===== src/rtl/cv32e40p_fetch_queue.sv =====
// OBI instruction prefetcher: credit-limited requests, in-order response FIFO, branch flush with stale-response discard.
// Entry visible one cycle after rvalid; consumer stalls via fetch_ready_i, and the bus request stops when credit runs out.

module cv32e40p_fetch_fifo #(
   parameter int unsigned DEPTH = 4,
   parameter int unsigned WIDTH = 32,
   localparam int unsigned PW = (DEPTH > 1) ? $clog2(DEPTH) : 1,
   localparam int unsigned CW = $clog2(DEPTH + 1)
) (
   input  logic             clk,
   input  logic             rst_n,
   input  logic             flush_i,
   input  logic             push_i,
   input  logic [WIDTH-1:0] push_dat_i,
   input  logic             pop_i,
   output logic [WIDTH-1:0] head_dat_o,
   output logic [CW-1:0]    count_o
);

   logic [WIDTH-1:0] mem_q [DEPTH];
   logic [PW-1:0]    wr_ptr_q;
   logic [PW-1:0]    rd_ptr_q;
   logic [CW-1:0]    count_q;
   logic             do_push;
   logic             do_pop;

   function automatic logic [PW-1:0] ptr_incr(input logic [PW-1:0] p);
      return (p == PW'(DEPTH - 1)) ? '0 : p + PW'(1);
   endfunction

   // A full FIFO still accepts a push when the head leaves in the same cycle.
   assign do_pop  = pop_i & (count_q != '0);
   assign do_push = push_i & ((count_q != CW'(DEPTH)) | do_pop);

   always_ff @(posedge clk or negedge rst_n) begin
      if (!rst_n) begin
         wr_ptr_q <= '0;
         rd_ptr_q <= '0;
         count_q  <= '0;
      end else if (flush_i) begin
         wr_ptr_q <= '0;
         rd_ptr_q <= '0;
         count_q  <= '0;
      end else begin
         if (do_push) wr_ptr_q <= ptr_incr(wr_ptr_q);
         if (do_pop)  rd_ptr_q <= ptr_incr(rd_ptr_q);
         count_q <= count_q + CW'(do_push) - CW'(do_pop);
      end
   end

   always_ff @(posedge clk) begin
      if (do_push & ~flush_i) mem_q[wr_ptr_q] <= push_dat_i;
   end

   assign head_dat_o = mem_q[rd_ptr_q];
   assign count_o    = count_q;

   assert property (@(posedge clk) disable iff (!rst_n) !(push_i & ~flush_i & ~do_push));

endmodule

module cv32e40p_fetch_queue #(
   parameter int unsigned DEPTH           = 4,
   parameter int unsigned MAX_OUTSTANDING = 2
) (
   input  logic        clk,
   input  logic        rst_n,
   input  logic        req_i,
   input  logic        branch_i,
   input  logic [31:0] branch_addr_i,
   output logic        instr_req_o,
   output logic [31:0] instr_addr_o,
   input  logic        instr_gnt_i,
   input  logic        instr_rvalid_i,
   input  logic [31:0] instr_rdata_i,
   input  logic        instr_err_i,
   output logic        fetch_valid_o,
   input  logic        fetch_ready_i,
   output logic [31:0] fetch_rdata_o,
   output logic [31:0] fetch_addr_o,
   output logic        fetch_err_o,
   output logic        busy_o
);

   localparam int unsigned FCW = $clog2(DEPTH + 1);
   localparam int unsigned OCW = $clog2(MAX_OUTSTANDING + 1);
   localparam int unsigned EW  = 65;

   typedef enum logic {IDLE, WAIT_GNT} state_e;

   state_e         state_q, state_d;
   logic [31:0]    na_q, na_d;
   logic [31:0]    pend_addr_q, pend_addr_d;
   logic           stale_q, stale_d;
   logic [OCW-1:0] discard_q, discard_d;
   logic [OCW-1:0] outstanding;
   logic [FCW-1:0] fifo_count;
   logic [31:0]    resp_addr;
   logic [EW-1:0]  head_dat;
   logic           credit;
   logic           gnt_fire;
   logic           rv_ok;
   logic           push;
   logic           pop;
   logic           fetch_valid;
   logic           unused_addr_lsb;

   assign unused_addr_lsb = ^branch_addr_i[1:0];

   // Discarded responses still hold credit until they return.
   assign credit = (int'(outstanding) < int'(MAX_OUTSTANDING)) &
                   ((int'(outstanding) + int'(fifo_count)) < int'(DEPTH));

   always_comb begin
      state_d      = state_q;
      pend_addr_d  = pend_addr_q;
      instr_req_o  = 1'b0;
      instr_addr_o = na_q;
      case (state_q)
         IDLE: begin
            instr_req_o = rst_n & req_i & ~branch_i & credit;
            if (instr_req_o & ~instr_gnt_i) begin
               state_d     = WAIT_GNT;
               pend_addr_d = na_q;
            end
         end
         WAIT_GNT: begin
            instr_req_o  = rst_n;
            instr_addr_o = pend_addr_q;
            if (instr_gnt_i) state_d = IDLE;
         end
      endcase
   end

   assign gnt_fire = instr_req_o & instr_gnt_i;
   assign rv_ok    = instr_rvalid_i & (outstanding != '0);
   assign push     = rv_ok & ~branch_i & (discard_q == '0);
   assign pop      = fetch_valid & fetch_ready_i & ~branch_i;

   // A branch retires every in-flight response, including one granted this very cycle.
   always_comb begin
      na_d      = na_q;
      stale_d   = stale_q;
      discard_d = discard_q;
      if (branch_i) begin
         na_d      = {branch_addr_i[31:2], 2'b00};
         stale_d   = (state_q == WAIT_GNT) & ~instr_gnt_i;
         discard_d = outstanding + OCW'(gnt_fire) - OCW'(rv_ok);
      end else begin
         if (gnt_fire & ~stale_q) na_d = na_q + 32'd4;
         if (gnt_fire) stale_d = 1'b0;
         discard_d = discard_q + OCW'(gnt_fire & stale_q) - OCW'(rv_ok & (discard_q != '0));
      end
   end

   always_ff @(posedge clk or negedge rst_n) begin
      if (!rst_n) begin
         state_q     <= IDLE;
         na_q        <= '0;
         pend_addr_q <= '0;
         stale_q     <= 1'b0;
         discard_q   <= '0;
      end else begin
         state_q     <= state_d;
         na_q        <= na_d;
         pend_addr_q <= pend_addr_d;
         stale_q     <= stale_d;
         discard_q   <= discard_d;
      end
   end

   cv32e40p_fetch_fifo #(
      .DEPTH (MAX_OUTSTANDING),
      .WIDTH (32)
   ) u_addr_fifo (
      .clk        (clk),
      .rst_n      (rst_n),
      .flush_i    (1'b0),
      .push_i     (gnt_fire),
      .push_dat_i (instr_addr_o),
      .pop_i      (rv_ok),
      .head_dat_o (resp_addr),
      .count_o    (outstanding)
   );

   cv32e40p_fetch_fifo #(
      .DEPTH (DEPTH),
      .WIDTH (EW)
   ) u_data_fifo (
      .clk        (clk),
      .rst_n      (rst_n),
      .flush_i    (branch_i),
      .push_i     (push),
      .push_dat_i ({instr_rdata_i, resp_addr, instr_err_i}),
      .pop_i      (pop),
      .head_dat_o (head_dat),
      .count_o    (fifo_count)
   );

   assign fetch_valid   = (fifo_count != '0);
   assign fetch_valid_o = fetch_valid;
   assign fetch_rdata_o = fetch_valid ? head_dat[64:33] : '0;
   assign fetch_addr_o  = fetch_valid ? head_dat[32:1]  : '0;
   assign fetch_err_o   = fetch_valid & head_dat[0];
   assign busy_o        = (outstanding != '0) | instr_req_o;

   assert property (@(posedge clk) disable iff (!rst_n) instr_rvalid_i |-> (outstanding != '0));
   assert property (@(posedge clk) disable iff (!rst_n)
                    (instr_req_o & ~instr_gnt_i) |=> (instr_req_o && $stable(instr_addr_o)));

endmodule


===== config.mk =====
export PLATFORM = sky130hd
export DESIGN_NAME = cv32e40p_fetch_queue
export DESIGN_NICKNAME = d
export VERILOG_FILES = /design/src/rtl/cv32e40p_fetch_queue.sv
export SDC_FILE = /design/constraint.sdc
export NUM_CORES = 1
export LEC_CHECK = 0
export ABC_AREA = 1
export BUFFER_PORTS_ARGS = -buffer_cell sky130_fd_sc_hd__clkbuf_2
export CAP_MARGIN = 0
export CORE_ASPECT_RATIO = 0.8
export CORE_MARGIN = 8
export CORE_UTILIZATION = 30
export CTS_CLUSTER_DIAMETER = 120
export DETAILED_ROUTE_END_ITERATION = 8
export PLACE_DENSITY = 0.42
export SLEW_MARGIN = 20
export SYNTH_ARGS = -nofsm -noshare
export SYNTH_HDL_FRONTEND = slang
export SYNTH_SLANG_ARGS = --single-unit

===== constraint.sdc =====
create_clock -name clk -period 4.8 [get_ports clk]
set_input_delay 0.96 -clock clk [delete_from_list [all_inputs] [get_ports clk]]
set_output_delay 0.96 -clock clk [all_outputs]
set_load 0.02 [all_outputs]

==> results.md, run 1 <==
Outcome:
- The run finished with clean final reports.

Setup path:
- The startpoint type of the worst setup path is a flop.
- Traced cell by cell, the critical path runs through inv_2, buf_12, o21ai_0, a21oi_1, clkbuf_2.
- The master of the slowest instance on the critical path is sky130_fd_sc_hd__dfrtp_4.
- The reg2reg setup slack is 2.22 ns.
- Among cell families on the critical path, the largest total delay comes from buffers and inverters.
- The category of the critical setup timing path is reg -> out.
- The endpoint identified for the worst register-to-register timing path is u_data_fifo.mem_q[3][27].
- The data arrival at the endpoint of the critical path is 3.03 ns.
- The data required time of the worst path is 3.84 ns.
- The top fanout value on the critical path is 89.
- The number of buffers and inverters on the critical path is 3.
- The maximum cell stage delay along the critical path is 0.70 ns.
- The worst register-to-register path begins at u_addr_fifo.count_o[1].
- The worst-case reg-to-reg path depth is 5.
- STA classifies the critical path endpoint as an output pin.

Synth:
- The synthesized netlist contains 29 unique library cells.
- The yosys synthesis warning count is 0.
- In the post-synthesis netlist, the biggest area contributors are sky130_fd_sc_hd__edfxtp_1, sky130_fd_sc_hd__dfrtp_1, sky130_fd_sc_hd__nand2_1, sky130_fd_sc_hd__nor2_1, sky130_fd_sc_hd__o21ai_0.
- Counting instances in the post-synthesis netlist gives the leading cell types as sky130_fd_sc_hd__nand2_1, sky130_fd_sc_hd__nor2_1, sky130_fd_sc_hd__edfxtp_1, sky130_fd_sc_hd__o21ai_0, sky130_fd_sc_hd__dfrtp_1.
- Counting flops with a built-in enable in the synthesized netlist gives 312.
- Counting flops and latches in the post-synthesis netlist gives 387.
- The part of the Yosys area used for sequential elements is 67.65%.
- The cell area that synthesis handed to floorplanning was 16620 um2.
- The library cell with the highest instance count after synthesis is sky130_fd_sc_hd__nand2_1.
- The count of mapped cells out of synthesis is 1596.
- After synthesis, the share of flip-flops with an asynchronous set or reset is 19.38%.
- The mean post-synth cell area is 10.42 um2.
- The top cell type by area accounts for 56.36% of the synthesized area.
- The dominant register cell in the synthesized netlist is sky130_fd_sc_hd__edfxtp_1.
- The biggest area contributor in the post-synthesis netlist is sky130_fd_sc_hd__edfxtp_1.

Finish:
- The number of inserted filler cells in the final layout is 5551.
- Once layout is complete, the utilization of the core stands at 35.91%.
- 0 antenna diodes ended up in the layout.
- The final net count is 1845.
- The area growth from synthesis to layout is 18.82%.
- The fraction of final layout cells with drive strength greater than 1 is 15.91%.

Power:
- The relative contribution of the clock network to total power is 29.2%.
- The worst-case IR drop observed on VDD is 283.7 uV.
- Of the total power, registers draw 40.3%.
- The switching part of the total power is 36.59%.
- The power density over cell area is 547.2 nW/um2.
- Internal power comes to 6.854 mW.
- Summed over all cells, the static leakage comes to 7.565 nW.
- The net switching power of the design is 3.955 mW.
- The combinational fraction of design power is 30.5%.

Timing:
- The final setup TNS is 0 ns.
- Headroom to the max-slew limit came out at 39.03%.
- At the pin with the least slew margin, the transition time is 0.9146 ns.
- The highest achievable clock rate is 0.2508 GHz.
- The number of setup violations in the final report is 0.
- The hold violation total from the final report was 0.
- Subtracting the final worst setup slack from the clock period gives 3.988 ns.
- In the post-route analysis, the smallest setup slack over all paths is 0.8125 ns.
- The post-route clock skew is 0.01733 ns.
- The max-slew violation total from the final report came to 0.
- Setup repair after global routing left no endpoint under its margin.
- After layout, the worst path uses 83.07% of the clock period.

Global route:
- Summed over all layers, the global routing overflow is 0.
- The met1 track demand over resource in global routing is 19.86%.
- The routing usage on met2 is 22.73%.
- The layer with the highest usage after global routing is met2.
- The initial antenna violation count is 1.
- The first global-routing pass estimated 69.41 mm of wire.
- Entering global routing, the biggest net connects 90 pins.
- The via count of the first global-routing pass is 11.29k.
- The global-route track usage on met3 is 2.365%.
- Across every metal layer, demand over resource in global routing totals 14.19%.

Floorplan:
- The area of the placeable core is 55010 um2.
- The die area is 63250 um2.
- The horizontal extent of the die is 279.2 um.
- The number of core rows is 77.
- The I/O pin total is 172.
- The starting density of the core is 30.22%.
- The die is 226.5 um tall.

Clocking:
- The total number of H-tree levels is 2.
- TritonCTS built the clock tree.
- The later pin in the worst-skew pair is clocked with a latency of 0.56 ns.
- The hold buffer count at cts is 0.
- Counting every sink on the clock net gives 387.
- The root buffer cell is sky130_fd_sc_hd__clkbuf_16.
- The setup fix buffers added after clock tree synthesis is 0.
- The number of gates resized after CTS was 0.
- Clock-pin slew was measured on the worst setup and hold paths at 0.06 ns.
- The number of buffers created by CTS is 44.
- The longest clock path from root to sink contains 3 buffers.

Flow run:
- The total of max-cap violations is 0.

Route:
- The detailed-router iteration count before antenna repair is 5.
- The routed layout has 11.51k vias.
- The number of vias per cell after detailed routing is 4.530.
- The routed wire length is 45.33 mm.
- The first routing iteration left 783 violations.
- The post-detailed-route count of antenna-violating nets is 0.
- For this run, design rule violations remaining after detail routing come to 0.
- After detailed routing, the average wire length per cell comes to 17.84 um.

Place:
- The worst slack at placement is 1.270 ns.
- The detailed placer's ending HPWL is 28.99 mm.
- The number of port buffers is 165.
- The congestion estimate from routability-driven global placement came to 0.8329.

Hold path:
- The worst min-delay path class is in -> async.
==> state kept, by name, indices dropped and copies added (netlist names) <==
register              count
discard_q                 2
na_q                     30
pend_addr_q              30
stale_q                   1
state_q                   1
u_addr_fifo.count_o       2
u_addr_fifo.mem_q        60
u_addr_fifo.rd_ptr_q      1
u_addr_fifo.wr_ptr_q      1
u_data_fifo.count_o       3
u_data_fifo.mem_q       252
u_data_fifo.rd_ptr_q      2
u_data_fifo.wr_ptr_q      2
==> cells in the final DEF, fill, tap and decap left out, drive strengths merged, types with 8 or more instances in the layout <==
cell and n:
inv 67, o21ai 186, dfrtp 75, ha 15
edfxtp 312, o21a 28, clkinv 21, clkbuf 220
nor2 322, xor2 8, buf 32, nand3 73
a21oi 64, nand2 337, or2 10
==> power by group through the flow <==
| stage | sequential [mW] | clock (mW) | combinational (mW) |
|---|---|---|---|
| 3_5_place_dp | 4.42 | 0 | 3.40 |
| 6_report | 4.35 | 3.15 | 3.30 |
| 2_1_floorplan | 4.33 | 0 | 2.12 |
| 5_1_grt | 4.41 | 3.39 | 3.69 |
| 3_3_place_gp | 4.41 | 0 | 3.37 |
| 4_1_cts | 4.35 | 3.27 | 3.41 |
==> worst max path at each step <==
stage	from	cells past startpoint	slack, ns	end
after floorplan	branch_i	4	0.10	u_data_fifo.mem_q[0][0]
after global placement	u_data_fifo.rd_ptr_q[0]	5	1.30	fetch_addr_o[29]
after detailed placement	branch_i	5	1.27	u_data_fifo.mem_q[3][38]
after CTS	u_data_fifo.rd_ptr_q[0]	5	0.72	fetch_addr_o[29]
after global routing	u_data_fifo.rd_ptr_q[0]	5	0.59	fetch_addr_o[29]
final	u_data_fifo.rd_ptr_q[0]	5	0.81	fetch_addr_o[29]
==> per-stage QoR <==
stage / power (mW) / hold WS, ns / instances / cell area (um2)
2_1_floorplan: 6.448 / 0.4643 / 1599 / 16630
5_1_grt: 11.48 / 0.2261 / 2541 / 19750
4_1_cts: 11.03 / 0.2149 / 2541 / 19750
3_5_place_dp: 7.820 / 0.4800 / 2461 / 18420
3_3_place_gp: 7.785 / 0.4726 / 2461 / 18420
6_report: 10.81 / 0.2532 / 2541 / 19750
==> area by class of cell <==
cell class | count | area, um2 | share of cell area [%]
inverter | 67 | 252.7 | 1.280
clock inverter | 24 | 176.4 | 0.8931
clock buffer | 56 | 1156 | 5.853
multi-input combinational | 1061 | 4805 | 24.32
tap | 750 | 938.4 | 4.751
sequential | 387 | 11250 | 56.96
timing repair buffer | 196 | 1174 | 5.942
==> per-layer routing <==
layer	vias to the layer above	wire length, um
met5	-	0
met1	5472	22020
met2	232	20540
li1	5746	-
met4	0	875
met3	62	1895
==> cells by family after synthesis <==
family / Yosys count / share of synthesized area [%]
buffers and inverters: 151 / 3.756
flip-flops: 387 / 67.65
AO/OA/AOI/OAI: 282 / 8.942
adder cells (fa/ha/maj): 16 / 1.249
AND/OR/NAND/NOR: 747 / 17.75
other: 1 / 0.02256
XOR/XNOR: 12 / 0.6322
No activity file was read; power rests on OpenSTA's default activity.
==> run 2, diff against run 1 <==
- ABC_AREA: 1 -> 0
- PLACE_DENSITY: 0.42 -> 0.44
- clock period: 4.8 -> 3.21 ns (I/O delays scaled with it)
==> run 2 against run 1 <==
Clock-buffer cell count is 3 lower; clock power up 52%; critical path depth is 1 higher; cell area fell by 2.2%; setup slack worse by 0.65 ns; core utilization increased by 0.86 points; synthesized cell count is 44% lower; sequential power rose by 45%; worst hold slack lost 0.14 ns; non-clock buffer count increased by 8; total power is 37% higher; global-route usage decreased by 2.0 points; largest power group unchanged.
==> results.md, run 2 <==
Outcome:
- The flow ran to the end, and the final reports show no timing, DRC or antenna violations.

Power:
- Of the total power, the share spent switching nets is 29.88%.
- The sequential power share is 42.4%.
- Of the total power, combinational logic draws 25.4%.
- For this design the ratio of total power to cell area is 767.8 nW/um2.
- The worst vdd rail ir drop is 283.2 uV.
- Cell internal power was estimated by the tool at 10.40 mW.
- The clock network burns 32.2% of the power.
- Summed over all cells, the static leakage comes to 6.847 nW.
- In this run the power spent charging and discharging nets is 4.432 mW.

Setup path:
- The kind of cell adding the most delay to the critical path is simple AND/OR/NAND/NOR gates.
- At the worst endpoint, the arrival time is 2.41 ns.
- The category of the critical setup timing path is reg -> out.
- At the worst endpoint, the required time is 2.57 ns.
- The startpoint type of the worst setup path is a flop.
- The top fanout value on the critical path is 7.
- Counting both buffers and inverters, the worst setup path holds a total of 2.
- The critical path goes through ha_1, nand3_1, a32oi_2, inv_1, or3_1, clkbuf_2.
- The worst setup path is captured at an output pin.
- The master of the slowest instance on the critical path is sky130_fd_sc_hd__dfrtp_1.
- The maximum cell stage delay along the critical path is 0.47 ns.

Global route:
- For this run, global-route usage on met2 was measured as 18.40%.
- Across every metal layer, demand over resource in global routing totals 12.20%.
- The layer flagged by global routing as most heavily used is met2.
- Entering global routing, the biggest net connects 66 pins.
- The met1 track demand over resource in global routing is 17.41%.
- The via count of the first global-routing pass is 8951.
- For met3 alone, demand over resource in global routing was 2.845%.
- For this run the aggregate overflow at the end of global routing stands at 0.
- The initial antenna violation count is 1.
- The global-route wire length before repair is 57.04 mm.

Route:
- The detailed-router iteration count before antenna repair is 4.
- After the first detailed-routing iteration, the DRC count stood at 462.
- The count of nets left with antenna violations once routing finished came out at 0.
- Wires add up to 37.13 mm.
- The number of vias per cell after detailed routing is 4.493.
- The wire length per cell is 20.37 um.
- The detailed-route DRC error count is 0.
- The final route contains 8191 vias.

Finish:
- The top cell types in the final layout, fill and taps aside, are sky130_fd_sc_hd__edfxtp_1, sky130_fd_sc_hd__clkbuf_2, sky130_fd_sc_hd__mux2_2, sky130_fd_sc_hd__dfrtp_1, sky130_fd_sc_hd__and2_1.
- The final instance area is 19320 um2.
- The final design utilization is 36.77%.
- 0 antenna diodes ended up in the layout.
- More flip-flops sit in one register than any other, and that register is u_data_fifo.mem_q.
- The flip-flop count of the largest register after layout is 252.
- The fraction of final layout cells with drive strength greater than 1 is 39.29%.
- The layout has 5013 filler cells.
- In the final layout, the registers with the most flip-flops are u_data_fifo.mem_q (252), u_addr_fifo.mem_q (60).
- Compared with the post-synthesis result, the final layout area differs by 21.03%.
- The library cell used most frequently in the layout, excluding fill and tap cells, is sky130_fd_sc_hd__edfxtp_1.
- The final net count is 1184.

Timing:
- The relative slew slack is 47.96%.
- The time the final worst path needs with I/O delays and setup is 3.049 ns.
- The final critical path takes up 94.98% of the cycle.
- The clock arrives with 0.01374 ns of skew.
- The highest achievable clock rate is 0.3280 GHz.
- Setup repair after global routing left no endpoint under its margin.
- Setup violations remaining at the end of the flow were counted as 0.
- The actual slew at the worst max-slew pin is 0.7724 ns.
- The max-slew violation total from the final report is 0.
- The hold violation total from the final report is 0.
- After routing, the total negative slack on setup checks comes to 0 ns.
- The worst hold-check slack is 0.1105 ns.

Synth:
- The yosys synthesis warning count is 0.
- For this run, the register share of the synthesized area comes to 70.44%.
- The mean post-synth cell area is 17.82 um2.
- Among all cell types in the netlist, the one instantiated most often is sky130_fd_sc_hd__edfxtp_1.
- Synthesis inferred 387 register bits.
- By area the synthesized netlist is led by sky130_fd_sc_hd__edfxtp_1, sky130_fd_sc_hd__dfrtp_1, sky130_fd_sc_hd__mux4_2, sky130_fd_sc_hd__mux2_2, sky130_fd_sc_hd__and2_1.
- The area share of the largest cell type after synthesis is 58.69%.
- The dominant register cell in the synthesized netlist is sky130_fd_sc_hd__edfxtp_1.
- By count the netlist is led by sky130_fd_sc_hd__edfxtp_1, sky130_fd_sc_hd__mux2_2, sky130_fd_sc_hd__dfrtp_1, sky130_fd_sc_hd__and2_1, sky130_fd_sc_hd__mux4_2.
- After synthesis, the netlist uses 47 different library cells.
- In this run, synthesis inferred 312 flip-flops with an integrated enable.
- Summed over all instances, the cell type with the most area after synthesis is sky130_fd_sc_hd__edfxtp_1.
- After technology mapping, the gate count stands at 896.
- The cell area that synthesis handed to floorplanning was 15960 um2.
- In the synthesized netlist the async set-or-reset flop fraction comes to 19.38%.

Clocking:
- Clock tree synthesis selected as its root buffer the cell sky130_fd_sc_hd__clkbuf_16.
- At the later pin of the worst-skew pair, clock insertion delay measures 0.56 ns.
- The clock slew at the register clock pins of the worst setup and hold paths is 0.06 ns.
- TritonCTS built the clock tree.
- The maximum count of clock buffers along a single path is 3.
- Once the clock tree was built, the setup fixing pass inserted 0 buffers.
- The number of buffers created by CTS is 43.
- The tree built by TritonCTS fans out to 387 sinks.
- The total number of H-tree levels is 2.

Place:
- The placement-stage cell area is 17960 um2.
- The count of buffers added on input and output ports is 165.
- Detailed placement finished with a half-perimeter wire length of 24.35 mm.
- The final RePlAce weighted congestion is 0.7232.

Floorplan:
- 172 I/O pins were placed.
- The die area is 60900 um2.
- For this configuration, the core starts out at a cell density of 30.38%.
- The height of the chip is 222.3 um.
- The number of core rows is 75.
- In this run the standard cell core region covers 52550 um2.
- The floorplan step set the die width to 273.9 um.

Hold path:
- In this run the worst hold path is classified as in -> async.

Flow run:
- Across the run, the number of max-cap violations was 0.
## run 2: cell count changes in the layout (fill, tap and decap cells not counted), sizes merged, moves of 13 or more
cell   before  now
nand2     337   43
nand3      73    9
o21ai     186   29
inv        67   20
nor4        1   14
and2        0   68
mux2        0   96
nor2      322   11
xnor2       4   30
mux4        0   63
o21a       28    0
a21oi      64    4
## run 2: layer usage
| layer | up-vias | part of all wire (%) |
|---|---|---|
| met1 | 4154 | 49 |
| met4 | 2 | 2.0 |
| li1 | 3834 | - |
| met3 | 51 | 4.5 |
| met5 | - | 0.035 |
| met2 | 150 | 44 |
## run 2: worst paths after layout
kind                                        start  depth (start not counted)  slack [ns]                       to
max reg2reg                u_addr_fifo.count_o[1]                         12        0.70             discard_q[1]
max in group asynchronous                   rst_n                          3        1.98  u_data_fifo.rd_ptr_q[0]
min in group clk                branch_addr_i[16]                          3        0.29                 na_q[16]
min                                         rst_n                          2        0.11           pend_addr_q[4]
max                        u_addr_fifo.count_o[1]                          6        0.16                   busy_o
min reg2reg                  u_addr_fifo.wr_ptr_q                          1        0.50     u_addr_fifo.wr_ptr_q
## run 2: repair_timing
action                                 in CTS  in global routing
setup endpoints to repair                   0                  1
endpoints found under the hold margin       4                  0
hold buffers                                1                  0
gates resized for setup                     0                  1
## run 2: kinds of logic after synthesis
kind of cell / after synthesis / share of synthesized area [%]
simple gates: 189 / 7.407
flops: 387 / 70.44
buf+inv: 69 / 1.850
mux: 159 / 15.66
compound gates: 36 / 1.176
fa+ha+maj: 16 / 1.301
other cells: 1 / 0.02349
xor+xnor: 39 / 2.140
## run 2: cell type report
cell class / instances / area (um2) / area share, %
inverter: 17 / 63.81 / 0.3303
timing repair buffer: 204 / 1328 / 6.871
clock buffer: 53 / 1114 / 5.764
multi-input combinational: 443 / 4458 / 23.07
clock inverter: 26 / 237.7 / 1.230
sequential: 387 / 11250 / 58.24
tap: 693 / 867.1 / 4.488
## run 2: power groups by stage
stage	Sequential (mW)	Combinational (mW)	Clock, mW
6_report	6.30	3.76	4.78
5_1_grt	6.36	4.14	5.13
4_1_cts	6.30	3.91	4.96
3_5_place_dp	6.40	3.90	0
3_3_place_gp	6.39	3.88	0
2_1_floorplan	6.27	2.57	0
## run 2: metrics by stage
step / total power [mW] / setup slack [ns] / std cells
after detailed placement: 10.30 / 0.4548 / 1743
after CTS: 15.17 / 0.06180 / 1823
after floorplan: 8.847 / 0.1465 / 899
after global placement: 10.27 / 0.4285 / 1743
after global routing: 15.63 / 0.02987 / 1823
final: 14.83 / 0.1613 / 1823
==> run 3, diff against run 2 <==
- CORE_ASPECT_RATIO: 0.8 -> 2
==> run 3 against run 2 <==
Core utilization is 0.38 points lower; clock-buffer cell count shrank 5; final cell count shrank 2.5%; register-to-register slack worse by 0.04 ns; sequential cell count is the same; clock skew down 0.0036 ns; first-iteration DRC count is 50% lower; cell area decreased by 1.0%; worst hold slack improved by 0.20 ns; non-clock buffer count decreased by 5; critical path depth shrank 2.
==> results.md, run 3 (synthesis results as in run 2) <==
Timing:
- The post-route clock skew is 0.01012 ns.
- The highest achievable clock rate is 0.3313 GHz.
- The number of setup violations in the final report is 0.
- The actual slew at the worst max-slew pin is 0.8875 ns.
- Measured against its own limit, the worst slew margin works out to 40.83%.
- Setup repair after global routing left no endpoint under its margin.
- For the finished layout, the period the worst path requires is 3.019 ns.
- Adding up every negative setup slack in the final design gives 0 ns.
- The hold violation total from the final report is 0.
- The max-slew violation total from the final report was 0.
- The final clock period utilization by the worst path is 94.04%.

Setup path:
- The master of the slowest instance on the critical path is sky130_fd_sc_hd__dfrtp_4.
- The data required time of the worst path is 2.57 ns.
- The number of buffer and inverter stages on the critical path is 2.
- The startpoint of the worst setup timing path is u_data_fifo.rd_ptr_q[0].
- Broken down by cell family, the worst path's largest delay share belongs to flip-flops.
- The worst flop-to-flop path startpoint is u_addr_fifo.count_o[1].
- The most critical setup path has its endpoint at fetch_addr_o[4].
- The reg2reg setup slack is 0.66 ns.
- The category of the critical setup timing path is reg -> out.
- In this run the critical register-to-register path is captured at u_data_fifo.mem_q[1][63].
- Data arrives at the worst endpoint at 2.38 ns.
- The signal on the critical path passes through buf_4, mux4_2, and2_1, clkbuf_2.
- The maximum cell stage delay along the critical path is 0.64 ns.
- Counting buffers and inverters, the worst setup path is 4 cells deep.
- The number of cells on the worst reg-to-reg path is 4.
- The startpoint type of the worst setup path is a flop.
- The endpoint type of the worst setup path is an output pin.
- Of all nets on the critical path, the largest fanout is 17.

Finish:
- After the flow finishes, the layout carries non-filler instances totaling 1778.
- The signed area change from the synthesized netlist to the final layout is 19.79%.
- The flip-flop count of the largest register after layout is 252.
- The largest registers in the layout are u_data_fifo.mem_q (252), u_addr_fifo.mem_q (60).
- The fraction of final layout cells with drive strength greater than 1 is 38.90%.
- The leading cell type in the layout, fill and taps excluded is sky130_fd_sc_hd__edfxtp_1.
- The repair_antennas step left the layout with diodes totalling 0.
- The register with the most flip-flops in the final layout is u_data_fifo.mem_q.
- For this run, the post-layout net count is 1174.
- In the layout the commonest cells are sky130_fd_sc_hd__edfxtp_1, sky130_fd_sc_hd__clkbuf_2, sky130_fd_sc_hd__mux2_2, sky130_fd_sc_hd__dfrtp_1, sky130_fd_sc_hd__and2_1.

Floorplan:
- The horizontal extent of the die is 179.1 um.
- The die covers 61300 um2.
- The I/O pin total is 172.
- For this configuration, the core starts out at a cell density of 30.37%.
- After floorplanning, the core was divided into 119 placement rows.
- The total area inside the core boundary comes to 52560 um2.
- The die is 342.2 um tall.

Outcome:
- The flow ran to the end, and the final reports show no timing, DRC or antenna violations.

Hold path:
- The tightest min-delay check is of the in -> reg type.

Power:
- Summed over all cells, the static leakage comes to 6.764 nW.
- The analysis attributes to net switching a power of 4.239 mW.
- Power spread over the standard cell area amounts to 756.3 nW/um2.
- The sequential power share is 43.7%.
- Per report_power, the clock group accounts for 31.3% of the total.
- The worst vdd rail ir drop is 381.0 uV.
- The switching part of the total power is 29.31%.
- The internal power of the cells is 10.22 mW.
- Per report_power, the combinational group accounts for 25.0% of the total.

Route:
- The violation count after the first detailed-routing iteration is 232.
- Dividing the detail-routed wire length by the instance count gives 20.30 um.
- In this run the remaining antenna-violating nets after routing total 0.
- The detailed-router iteration count before antenna repair is 6.
- Dividing the detail-routed via count by the number of cells gives 4.614.
- The final layout contains routed wiring with a total length of 36.09 mm.
- The detailed-route DRC error count is 0.
- The routed layout has 8204 vias.

Clocking:
- The clock drives 387 sinks.
- The maximum count of clock buffers along a single path is 3.
- CTS built an H-tree with a depth of 2.
- The tree is rooted in a sky130_fd_sc_hd__clkbuf_16.
- The number of buffers created by CTS is 38.
- TritonCTS built the clock tree.
- Clock-pin slew was measured on the worst setup and hold paths at 0.06 ns.
- The clock latency at the later pin of the worst-skew pair is 0.54 ns.
- The number of gates resized after CTS was 0.
- The setup fix buffers added after clock tree synthesis is 0.

Place:
- In this run the tool buffered the top-level ports with 165 buffer cells.
- Including well taps, the total number of placed cells is 1710.
- The final RePlAce weighted congestion is 0.7545.
- Summed over all nets, the half-perimeter wirelength after detailed placement is 24.19 mm.

Global route:
- Entering global routing, the biggest net connects 67 pins.
- In the global route stage, overall resource usage came out at 11.90%.
- The global-route wire length before repair is 55.26 mm.
- The via count of the first global-routing pass is 9151.
- For this run the aggregate overflow at the end of global routing stands at 0.
- The initial antenna violation count was 1.

Flow run:
- The total of max-cap violations is 0.
==> run 3: cell count changes in the layout (fill, tap and decap cells not counted) <==
cell	previous run	this run
sky130_fd_sc_hd__nor2b_2	1	0
sky130_fd_sc_hd__buf_6	1	0
sky130_fd_sc_hd__clkbuf_8	0	4
sky130_fd_sc_hd__clkbuf_16	43	39
sky130_fd_sc_hd__nor2b_4	0	1
sky130_fd_sc_hd__buf_4	22	20
sky130_fd_sc_hd__clkinv_2	6	1
sky130_fd_sc_hd__clkbuf_1	10	5
sky130_fd_sc_hd__buf_12	16	14
sky130_fd_sc_hd__inv_6	3	2
sky130_fd_sc_hd__clkinv_1	10	9
==> run 3: worst min path at each step <==
stage / cells past startpoint / startpoint / slack, ns / to
2_1_floorplan: 0 / rst_n / 0.35 / discard_q[0]
3_3_place_gp: 1 / pend_addr_q[22] / 0.48 / pend_addr_q[22]
3_5_place_dp: 1 / pend_addr_q[29] / 0.49 / pend_addr_q[29]
4_1_cts: 3 / branch_addr_i[23] / 0.28 / na_q[23]
5_1_grt: 1 / instr_rdata_i[8] / 0.30 / u_data_fifo.mem_q[3][41]
6_report: 3 / branch_addr_i[5] / 0.31 / na_q[5]
==> run 3: layout make-up <==
| type | instances | area [um2] |
|---|---|---|
| fill | 4984 | 33440 |
| sequential | 387 | 11250 |
| multi-input combinational | 443 | 4463 |
| timing repair buffer | 199 | 1261 |
| clock buffer | 48 | 1050 |
| tap | 665 | 832.0 |
| clock inverter | 19 | 200.2 |
| inverter | 17 | 63.81 |
==> run 3: per-layer routing <==
layer | GRT usage, % | vias up | part of all wire (%)
met5 | 0 | - | 0.036
met2 | 21.57 | 181 | 53
met4 | 4.459 | 2 | 2.8
li1 | - | 3801 | -
met3 | 2.670 | 57 | 5.7
met1 | 13.23 | 4163 | 38
==> run 3: power groups by stage <==
stage               Sequential (mW)  Combinational [mW]  Clock (mW)
finish                         6.33                3.61        4.53
global route                   6.40                3.99        4.87
CTS                            6.34                3.76        4.72
detailed placement             6.44                3.75           0
global placement               6.43                3.71           0
floorplan                      6.27                2.57           0
==> run 3: per-stage QoR <==
| stage | util (%) | setup slack, ns | cell area, um2 | total power, mW | hold WS, ns |
|---|---|---|---|---|---|
| after floorplan | - | 0.1465 | 15980 | 8.847 | 0.3464 |
| after global placement | 33.99 | 0.4289 | 17860 | 10.14 | 0.4837 |
| after detailed placement | 33.99 | 0.4179 | 17860 | 10.19 | 0.4896 |
| after CTS | 36.38 | 0.05352 | 19120 | 14.82 | 0.2754 |
| after global routing | 36.38 | 0.02984 | 19120 | 15.25 | 0.2965 |
| final | 36.38 | 0.1914 | 19120 | 14.46 | 0.3070 |
==> run 3: worst min-delay path, stage by stage <==
cell	delay, ns
sky130_fd_sc_hd__clkbuf_2	0.08
sky130_fd_sc_hd__nand2_1	0.04
sky130_fd_sc_hd__o21ai_0	0.05
==> run 3: timing repair <==
action	CTS	global route
setup endpoints to repair	0	0
hold endpoints to repair	12	0
hold buffers	1	0
